## src/rtl/state_seq_monitor.sv

```systemverilog
// state_seq_monitor
//   Watches the 2-bit state code of an upstream Moore FSM that should step
//   00 -> 01 -> 10 -> 11 -> 00. It locks onto the sequence, counts full
//   wraps, flags out-of-order steps, and resyncs on the next 00 after an error.
//
//   Optional feature: define STATE_MON_DWELL_EN to add a dwell counter and the
//   dwell_timeout output, which flags a code held for DWELL_MAX or more
//   consecutive valid samples while tracking.
//
// Ports
//   clk            clock, all state on rising edge
//   reset          asynchronous active-low reset
//   in_state[1:0]  observed state code
//   in_valid       in_state is sampled only when high
//   clr            synchronous clear; takes priority over a valid sample
//   locked         high while tracking a legal sequence
//   err            sticky violation flag
//   err_count[7:0] violation count, saturates at 255
//   cycle_count    completed 11->00 wraps, modulo 2^CNT_W
//   last_state     last accepted code
//   dwell_timeout  (STATE_MON_DWELL_EN only) hold count >= DWELL_MAX
module state_seq_monitor #(
    parameter int CNT_W     = 16,
    parameter int DWELL_MAX = 8
) (
    input  logic             clk,
    input  logic             reset,
    input  logic [1:0]       in_state,
    input  logic             in_valid,
    input  logic             clr,
    output logic             locked,
    output logic             err,
    output logic [7:0]       err_count,
    output logic [CNT_W-1:0] cycle_count,
    output logic [1:0]       last_state
`ifdef STATE_MON_DWELL_EN
    ,
    output logic             dwell_timeout
`endif
);

    if (DWELL_MAX < 1 || DWELL_MAX > 255) begin : g_bad_dwell
        $error("DWELL_MAX must be in 1..255");
    end

    typedef enum logic [1:0] {
        ACQUIRE = 2'd0,
        TRACK   = 2'd1,
        ERROR   = 2'd2
    } state_e;

    state_e           state_q;
    logic             locked_q;
    logic             err_q;
    logic [7:0]       err_cnt_q;
    logic [CNT_W-1:0] cycle_q;
    logic [1:0]       last_q;

    logic [1:0] adv_code;
    logic       is_hold;
    logic       is_adv;
    logic [7:0] err_cnt_inc;

    assign adv_code    = last_q + 2'd1;
    assign is_hold     = (in_state == last_q);
    assign is_adv      = (in_state == adv_code);
    assign err_cnt_inc = (err_cnt_q == 8'hFF) ? 8'hFF : err_cnt_q + 8'd1;

`ifdef STATE_MON_DWELL_EN
    localparam logic [7:0] DW_MAX = 8'(DWELL_MAX);
    logic [7:0] dwell_q;
    logic       dwell_to_q;
    logic [7:0] dwell_inc;
    assign dwell_inc     = (dwell_q == 8'hFF) ? 8'hFF : dwell_q + 8'd1;
    assign dwell_timeout = dwell_to_q;
`endif

    always_ff @(posedge clk or negedge reset) begin
        if (!reset) begin
            state_q    <= ACQUIRE;
            locked_q   <= 1'b0;
            err_q      <= 1'b0;
            err_cnt_q  <= 8'd0;
            cycle_q    <= '0;
            last_q     <= 2'b00;
`ifdef STATE_MON_DWELL_EN
            dwell_q    <= 8'd0;
            dwell_to_q <= 1'b0;
`endif
        end else if (clr) begin
            // last_q deliberately kept; the pending sample is dropped
            state_q    <= ACQUIRE;
            locked_q   <= 1'b0;
            err_q      <= 1'b0;
            err_cnt_q  <= 8'd0;
            cycle_q    <= '0;
`ifdef STATE_MON_DWELL_EN
            dwell_q    <= 8'd0;
            dwell_to_q <= 1'b0;
`endif
        end else if (in_valid) begin
            case (state_q)
                ACQUIRE: begin
                    last_q   <= in_state;
                    state_q  <= TRACK;
                    locked_q <= 1'b1;
                end
                TRACK: begin
                    if (is_hold) begin
`ifdef STATE_MON_DWELL_EN
                        dwell_q    <= dwell_inc;
                        dwell_to_q <= (dwell_inc >= DW_MAX);
`endif
                    end else if (is_adv) begin
                        last_q <= in_state;
                        if (last_q == 2'b11) cycle_q <= cycle_q + CNT_W'(1);
`ifdef STATE_MON_DWELL_EN
                        dwell_q    <= 8'd0;
                        dwell_to_q <= 1'b0;
`endif
                    end else begin
                        err_q     <= 1'b1;
                        err_cnt_q <= err_cnt_inc;
                        last_q    <= in_state;
                        state_q   <= ERROR;
                        locked_q  <= 1'b0;
`ifdef STATE_MON_DWELL_EN
                        dwell_q    <= 8'd0;
                        dwell_to_q <= 1'b0;
`endif
                    end
                end
                ERROR: begin
                    // Only a 00 resyncs; no further error counting while here
                    last_q <= in_state;
                    if (in_state == 2'b00) begin
                        state_q  <= TRACK;
                        locked_q <= 1'b1;
                    end
                end
                default: begin
                    state_q  <= ACQUIRE;
                    locked_q <= 1'b0;
                end
            endcase
        end
    end

    assign locked      = locked_q;
    assign err         = err_q;
    assign err_count   = err_cnt_q;
    assign cycle_count = cycle_q;
    assign last_state  = last_q;

endmodule

```

## config.mk

```make
export PLATFORM = sky130hd
export DESIGN_NAME = state_seq_monitor
export DESIGN_NICKNAME = d
export VERILOG_FILES = /design/src/rtl/state_seq_monitor.sv
export SDC_FILE = /design/constraint.sdc
export NUM_CORES = 1
export LEC_CHECK = 0
export ABC_CLOCK_PERIOD_IN_PS = 5500
export CORE_MARGIN = 2
export CORE_UTILIZATION = 33
export CTS_CLUSTER_SIZE = 12
export DETAILED_ROUTE_END_ITERATION = 16
export GPL_TIMING_DRIVEN = 0
export SETUP_SLACK_MARGIN = 0.5
export SYNTH_ARGS = -nofsm -noshare
export SYNTH_HDL_FRONTEND = slang
export SYNTH_SLANG_ARGS = --single-unit
```

## constraint.sdc

```tcl
create_clock -name clk -period 5.5 [get_ports clk]
set_clock_uncertainty 0.15 [all_clocks]
set_input_delay 1.65 -clock clk [delete_from_list [all_inputs] [get_ports clk]]
set_output_delay 1.65 -clock clk [all_outputs]
set_load 0.005 [all_outputs]
```

# After elaboration in Yosys (flattened, before gate mapping)
# Index checks and enable logic that the tools add are counted.
word_totals:
  ff_bits: 30
  input_bits: 6
  out_inout_bits: 28
  wordCells: 65
op_classes:
  n_addsub: 3
  eq_ne: 12
  mux: 31
  n_bitwise: 1
  n_reduce_logical: 12
op_table:
  columns: ["op", "count"]
  rows:
  - ["$mux 16", 6]
  - ["$mux 8", 6]
  - ["$add 16x1->16 const B", 1]
  - ["$mux 2", 6]
  - ["$reduce_and 4->1", 3]
  - ["$mux 1", 10]
  - ["$reduce_bool 2->1", 5]
  - ["$ne 3x3->1 const B", 3]
  - ["$add 8x1->8 const B", 1]
  - ["$eq 8x8->1 const B", 1]
  - ["$ne 2x2->1 const B", 3]
  - ["$pmux 2 s3", 1]
  - ["$reduce_and 5->1", 1]
  - ["$eq 2x2->1", 2]
  - ["$eq 2x2->1 const B", 2]
  - ["$logic_not 2->1", 2]
  - ["$pmux 2 s2", 1]
  - ["$pmux 1 s3", 1]
  - ["$add 2x1->2 const B", 1]
  - ["$eq 2x1->1 const B", 1]
  - ["$reduce_or 2->1", 1]
  - ["$not 1->1", 1]

# Depth between registers and ports, before layout
# Gate-level depths: netlist of the first run.
depth:
  depth_word: 7
  ltp_mapped: 7
  depth_no_buf: 6

# Worst setup path after synthesis of the first run
# OpenSTA, ideal clock, no wires.
synth_path:
  path_type: "in2reg"
  from: "input in_state[0]"
  to: "register err_cnt_q[5] (netlist: err_count[5])"
  setup_ns: 0.078
  arrival_ns: 2.976
  required_time_ns: 5.272
  path_slack_ns: 2.296
  cell_stages: 5
  n_path_buf: 0
  cell_sequence: "xor2_2 mux2i_2 xor2_2 or4_1 a21oi_1"
synth_between:
  elab_chain_cells: 3
  elab_cells_between_ends: 5
  cone_classes: "eq/ne (4); reduce/logical (1)"
synth_lines:
  columns: ["element", "line_no", "text"]
  rows:
  - ["start, declared", "28", "input logic [1:0] in_state,"]
  - ["$eq 2x2->1, on equally long branches", "66, 65", null]
  - ["$ne 2x2->1 (no source line)", null, null]
  - ["$reduce_and 4->1 (no source line) *", null, null]
  - ["end signal, assigned", "123", "err_cnt_q <= err_cnt_inc;"]
  - ["end, declared", "55", "logic [7:0] err_cnt_q;"]
# Every way passes the cells marked *; elsewhere a longest branch is shown, timed or not.
# A chain may end at the register's enable or synchronous reset.

# Final worst setup path of the first run
# Ends and elaborated chain as after synthesis.

==> flow_summary.ini, run 1 <==
[logic_synthesis]
synthesis.nets = 168
yosysWarnings = 0
ys.flop_type = dfrtp_1
ys_types = 35
postSynth.asyncResetShare_pct = 100.0
synth_cells = 159
synth_commonest_cells = 29 x dfrtp_1, 22 x nor2_1, 14 x xnor2_1
synth_area_leaders = dfrtp_1 47%, xnor2_1 7.9%, nor2_1 5.3%
synth.most_common_cell = dfrtp_1
synth_edf_count = 0
ys_seq_elements = 29
synth_top_area_share_pct = 47.00
synth_top_cell_by_area = dfrtp_1
syn_avg_cell_area_um2 = 9.711
synthesis.area_um2 = 1544
synth.yosys.seq_area_share_pct = 47.00

[flow_run]
drv_cap = 0

[placed_design]
gp_congestion = 0.7921
hpwlAfterDp_um = 2548
pre_cts_slack_ps = 1557
portBuffers = 31
place_inst = 242

[global_routing]
antenna_found_initial = 0
grt_pass1_wl_um = 6147
grt_max_degree = 30
globalRouteOverflowTotal = 0
grt_usage_pct = 14.91
grt_pass1_vias = 1293

[cells_and_area]
n_antenna_cell = 0
seqCellArea_um2 = 725.7
layout-drive-gt1-share_pct = 8.586
area_growth_pct = 29.34
final_nets = 206
nFillCells = 437
layoutNonFillerInstCount = 250
multiInputGateArea_um2 = 763.2

[status]
status = finished, final reports clean

[routing]
drc = 0
wl_per_cell_um = 14.19
routed_wirelength_um = 3547
num_vias = 1309
ant_nets = 0
drt_pre_antenna_iters = 4
drtIter0Drc = 107
viasPerCell = 5.236

[clock_tree]
htreeDepth = 2
cts_made_buffers = 5
clockBufferDepth = 2
cts_resized = 0
root_buffer = clkbuf_8
cts.sinks = 29
cts_post_setup_buffers_inserted = 0
clk_latency_ps = 280
hold_buffers = 0
clk_pin_slew_ps = 70
cts_tree = built

[floorplanning]
ios = 34
die_h_um = 72.40
core_region_area_um2 = 4444
die_area_um2 = 5242
initial_utilization_pct = 34.74
rows = 24
die_x_um = 72.40

[sta]
tightest_slew_ps = 648.0
min_period_over_period_pct = 66.51
final_hold_viol_count = 0
drv_slew = 0
fmax_mhz = 273.4
slew_headroom_pct = 56.80
fin_crit_ps = 3658
setup_tns_ps = 0
fin_ws_ps = 1842
rsz0062_at_grt = no
setup_viol = 0

[power]
p_total_w = 0.0004722
p_leak_nw = 0.7679
power.density_nw_per_um2 = 236.5
irDropWorstVdd_mv = 0.1026

[hold_path]
hold_path.class = flip-flop to flip-flop
hold_start = err
min_path_cells = 2
hold_end = err

[setup_path]
arrival_ps = 3710
path_class = input pin to flip-flop
r2r-end = cycle_count[7]
rr_worst_depth = 7
cp_max_fo = 9
r2r-start = last_state[0]
start_kind = input pin
critPathRequiredTime_ps = 5550
end_kind = flip-flop
r2r_slack_ps = 3180
[registers in the layout, indices dropped and copies added (netlist names)]
register / cells
err_count: 8
locked: 1
state_q: 1
last_state: 2
cycle_count: 16
err: 1
[metrics by stage]
stage	utilization, %	hold slack [ps]	cell area [um2]
2_1_floorplan	-	335.9	1544
4_1_cts	45.05	359.2	2002
3_3_place_gp	43.19	344.6	1919
6_report	44.93	350.3	1997
5_1_grt	44.93	400.2	1997
3_5_place_dp	43.19	343.4	1919
[cell usage in the layout (no fill, tap or decap), drive strengths merged]
| cell type | n |
|---|---|
| a211oi | 3 |
| a21oi | 8 |
| a22oi | 1 |
| a311oi | 1 |
| a31oi | 3 |
| and3 | 2 |
| and3b | 1 |
| and4 | 1 |
| buf | 4 |
| clkbuf | 11 |
| clkdlybuf4s50 | 30 |
| clkinv | 2 |
| dfrtp | 29 |
| ha | 3 |
| inv | 6 |
| mux2 | 2 |
| mux2i | 2 |
| nand2 | 6 |
| nand3 | 8 |
| nand3b | 1 |
| nand4 | 3 |
| nor2 | 22 |
| nor3 | 10 |
| nor4 | 9 |
| nor4b | 2 |
| o211a | 1 |
| o21ai | 3 |
| o41ai | 2 |
| or3 | 2 |
| or4 | 2 |
| xnor2 | 15 |
| xor2 | 3 |
[layout make-up]
cell class / instances / share of cell area, %
flip-flops and latches: 29 / 36.34
plain buffers: 8 / 1.629
clock inverters: 2 / 0.5013
well taps: 52 / 3.258
inverters: 6 / 1.128
multi-input cells: 116 / 38.22
clock buffers: 6 / 3.634
repair buffers: 31 / 15.29
[power by group]
group | internal [W] | switching (W)
registers | 0.000219 | 0.00000773
clock network | 0.0000875 | 0.0000806
logic | 0.0000317 | 0.0000453
[worst max-delay path by stage]
stage / startpoint / endpoint / slack (ps) / cells after the start
final: in_state[0] / err_count[5] / 1840 / 6
after detailed placement: in_state[0] / err_count[4] / 1560 / 6
after global routing: in_state[0] / err_count[5] / 1670 / 6
after CTS: in_state[0] / err_count[4] / 1850 / 6
after floorplan: in_state[0] / err_count[5] / 2300 / 5
after global placement: in_state[0] / err_count[5] / 1620 / 6
[logic make-up (layout without fill, tap and decap cells)]
kind of cell,count (synthesis),count (layout),synth area share [%]
compound gates,22,22,9.077
fa+ha+maj,3,3,2.431
xor+xnor,18,18,11.67
buf+inv,14,53,3.565
simple gates,69,69,23.26
mux,4,4,2.998
flops,29,29,47.00
[worst max-delay path, cell delays in order]
cell and delay [ps]:
clkdlybuf4s50_1 570, xor2_2 230, mux2i_2 370, xor2_2 200, or4_1 510, a21oi_1 170
[per-layer routing]
| layer | vias up | track usage, % | wire [um] | share of wire (%) |
|---|---|---|---|---|
| li1 | 650 | - | - | - |
| met1 | 618 | 19.26 | 1632 | 46 |
| met2 | 38 | 24.16 | 1690 | 48 |
| met3 | 3 | 3.889 | 204 | 5.8 |
| met4 | 0 | 5.350 | 19 | 0.54 |
| met5 | - | 0 | 0 | 0 |
Power figures use the tool's default switching activity.
==> inputs of run 2 (changes only) <==
- ABC_CLOCK_PERIOD_IN_PS: 5500 -> 3790
- clock period: 5.5 -> 3.79 ns (I/O delays scaled with it)
==> results of run 2 <==
The final DEF is identical to that of run 1. Status: finished, final reports clean.
Among the figures that moved: setup slack after placement 1557 ps -> 360.2 ps; setup slack after layout 1842 ps -> 645.0 ps; register-to-register setup slack 3180 ps -> 1470 ps; total power 0.0004722 W -> 0.0006853 W; worst IR drop on VDD 0.1026 mV -> 0.1488 mV
==> inputs of run 3 (changes only) <==
- ABC_CLOCK_PERIOD_IN_PS: 3790 -> 2900
- clock period: 3.79 -> 2.9 ns (I/O delays scaled with it)
==> flow_summary.ini, run 3 (synthesis gave the netlist of run 1 again) <==
[setup_path]
critPathRequiredTime_ps = 1880
end_kind = output pin
critPathSlowestCell = clkdlybuf4s50_1
r2r_slack_ps = 640
r2r-end = cycle_count[9]
cp_max_fo = 4
rr_worst_depth = 7
path_cells = clkdlybuf4s50_1
path_class = flip-flop to output pin
r2r-start = last_state[0]
max_stage_delay_ps = 550
arrival_ps = 1320
critPathBufInv = 1
start_kind = flip-flop
crit_family = buffers and inverters

[cells_and_area]
final_common_cell = dfrtp_1
layout-drive-gt1-share_pct = 13.43
area_growth_pct = 36.22
layoutNonFillerInstCount = 253
largest_reg_flops = 16
final_cell_mix = 29 x dfrtp_1, 28 x clkdlybuf4s50_1, 22 x nor2_1, 13 x xnor2_1, 10 x nor3_1
n_antenna_cell = 0
finish.instance_area_um2 = 2103
final_nets = 209

[sta]
whs_ps = 349.9
fin_crit_ps = 2341
drv_slew = 0
setup_viol = 0
setup_tns_ps = 0
fin_ws_ps = 559.3
fmax_mhz = 427.2
tightest_slew_ps = 654.0
rsz0062_at_grt = yes
slew_headroom_pct = 56.40
final_hold_viol_count = 0
min_period_over_period_pct = 80.71

[clock_tree]
hold_buffers = 0
cts_tree = built
clk_pin_slew_ps = 70
cts_made_buffers = 5
htreeDepth = 2
root_buffer = clkbuf_8
clockBufferDepth = 2
clk_latency_ps = 280
cts.sinks = 29

[status]
status = finished, final reports clean

[global_routing]
antenna_found_initial = 0
grt_usage_pct = 14.72
grt_max_degree = 30
grt_pass1_wl_um = 5954
globalRouteOverflowTotal = 0
grt_pass1_vias = 1274

[routing]
ant_nets = 0
drt_pre_antenna_iters = 4
drc = 0
dr_wl_met3_um = 181
num_vias = 1355
m1WireLength_um = 1655
viasPerCell = 5.356
routed_wirelength_um = 3568
drtIter0Drc = 116
highest_layer = met4
route.met2.wl_um = 1669
wl_per_cell_um = 14.10

[placed_design]
hpwlAfterDp_um = 2478
portBuffers = 31
pre_cts_slack_ps = -274.4
place_inst = 242
gp_congestion = 0.8034
placed_cell_area_um2 = 1931

[floorplanning]
die_area_um2 = 5242
die_h_um = 72.40
core_region_area_um2 = 4444
die_x_um = 72.40
ios = 34
rows = 24
initial_utilization_pct = 34.74

[power]
swShare_pct = 27.80
netSwitchingPower_w = 0.0002799
irDropWorstVdd_mv = 0.1931
pwr-share-comb_pct = 20.1
p_int_w = 0.0007269
power.density_nw_per_um2 = 478.7
pwr-share-clk_pct = 36.9
p_leak_nw = 0.8033
pwr-share-seq_pct = 43.0

[hold_path]
hold_end = err
min_path_cells = 2
hold_path.class = flip-flop to flip-flop
hold_start = err

[flow_run]
drv_cap = 0
run 3: cell types whose count changed in the layout (fill, tap and decap cells not counted), sizes merged:
cell           before  now
buf                 4    8
clkbuf             11   13
clkdlybuf4s50      30   28
clkinv              2    1
run 3: stage by stage:
step           total power (W)  utilization, %
2_1_floorplan        0.0005325               -
3_3_place_gp         0.0005857           43.44
3_5_place_dp         0.0005901           43.44
4_1_cts              0.0009979           46.90
5_1_grt               0.001066           47.33
6_report              0.001007           47.33
run 3: final cells by class:
class | instances | area [um2]
plain buffers | 8 | 35.03
clock inverters | 1 | 5.005
inverters | 6 | 22.52
fillers | 435 | 2341
repair buffers | 34 | 317.8
flip-flops and latches | 29 | 725.7
multi-input cells | 116 | 835.8
well taps | 52 | 65.06
clock buffers | 7 | 96.34
run 3: what timing repair did:
action	4_1_cts	5_1_grt
buffers inserted	1	2
pin swaps	1	2
endpoints found under the setup margin	26	8
gates resized for setup	11	6
run 3: power groups by stage:
stage,Clock (W),Sequential (W),Combinational (W)
2_1_floorplan,0,0.000438,0.0000948
5_1_grt,0.000413,0.000435,0.000218
4_1_cts,0.000387,0.000432,0.000179
3_5_place_dp,0,0.000439,0.000151
3_3_place_gp,0,0.000438,0.000148
6_report,0.000372,0.000433,0.000202
run 3: worst max path at each step:
stage                  start        endpoint  slack (ps)  depth (start not counted)
5_1_grt        last_state[0]  cycle_count[9]         500                          7
3_3_place_gp     in_state[0]    err_count[5]        -250                          6
6_report       last_state[0]   last_state[0]         560                          1
3_5_place_dp     in_state[0]    err_count[5]        -270                          6
4_1_cts          in_state[0]    err_count[5]         480                          6
2_1_floorplan    in_state[0]    err_count[5]         500                          5
run 3: per-layer routing:
| layer | vias to the layer above | global-route usage, % |
|---|---|---|
| met1 | 662 | 19.30 |
| met4 | 0 | 6.996 |
| met3 | 8 | 5.139 |
| met5 | - | 0 |
| met2 | 36 | 21.71 |
| li1 | 649 | - |
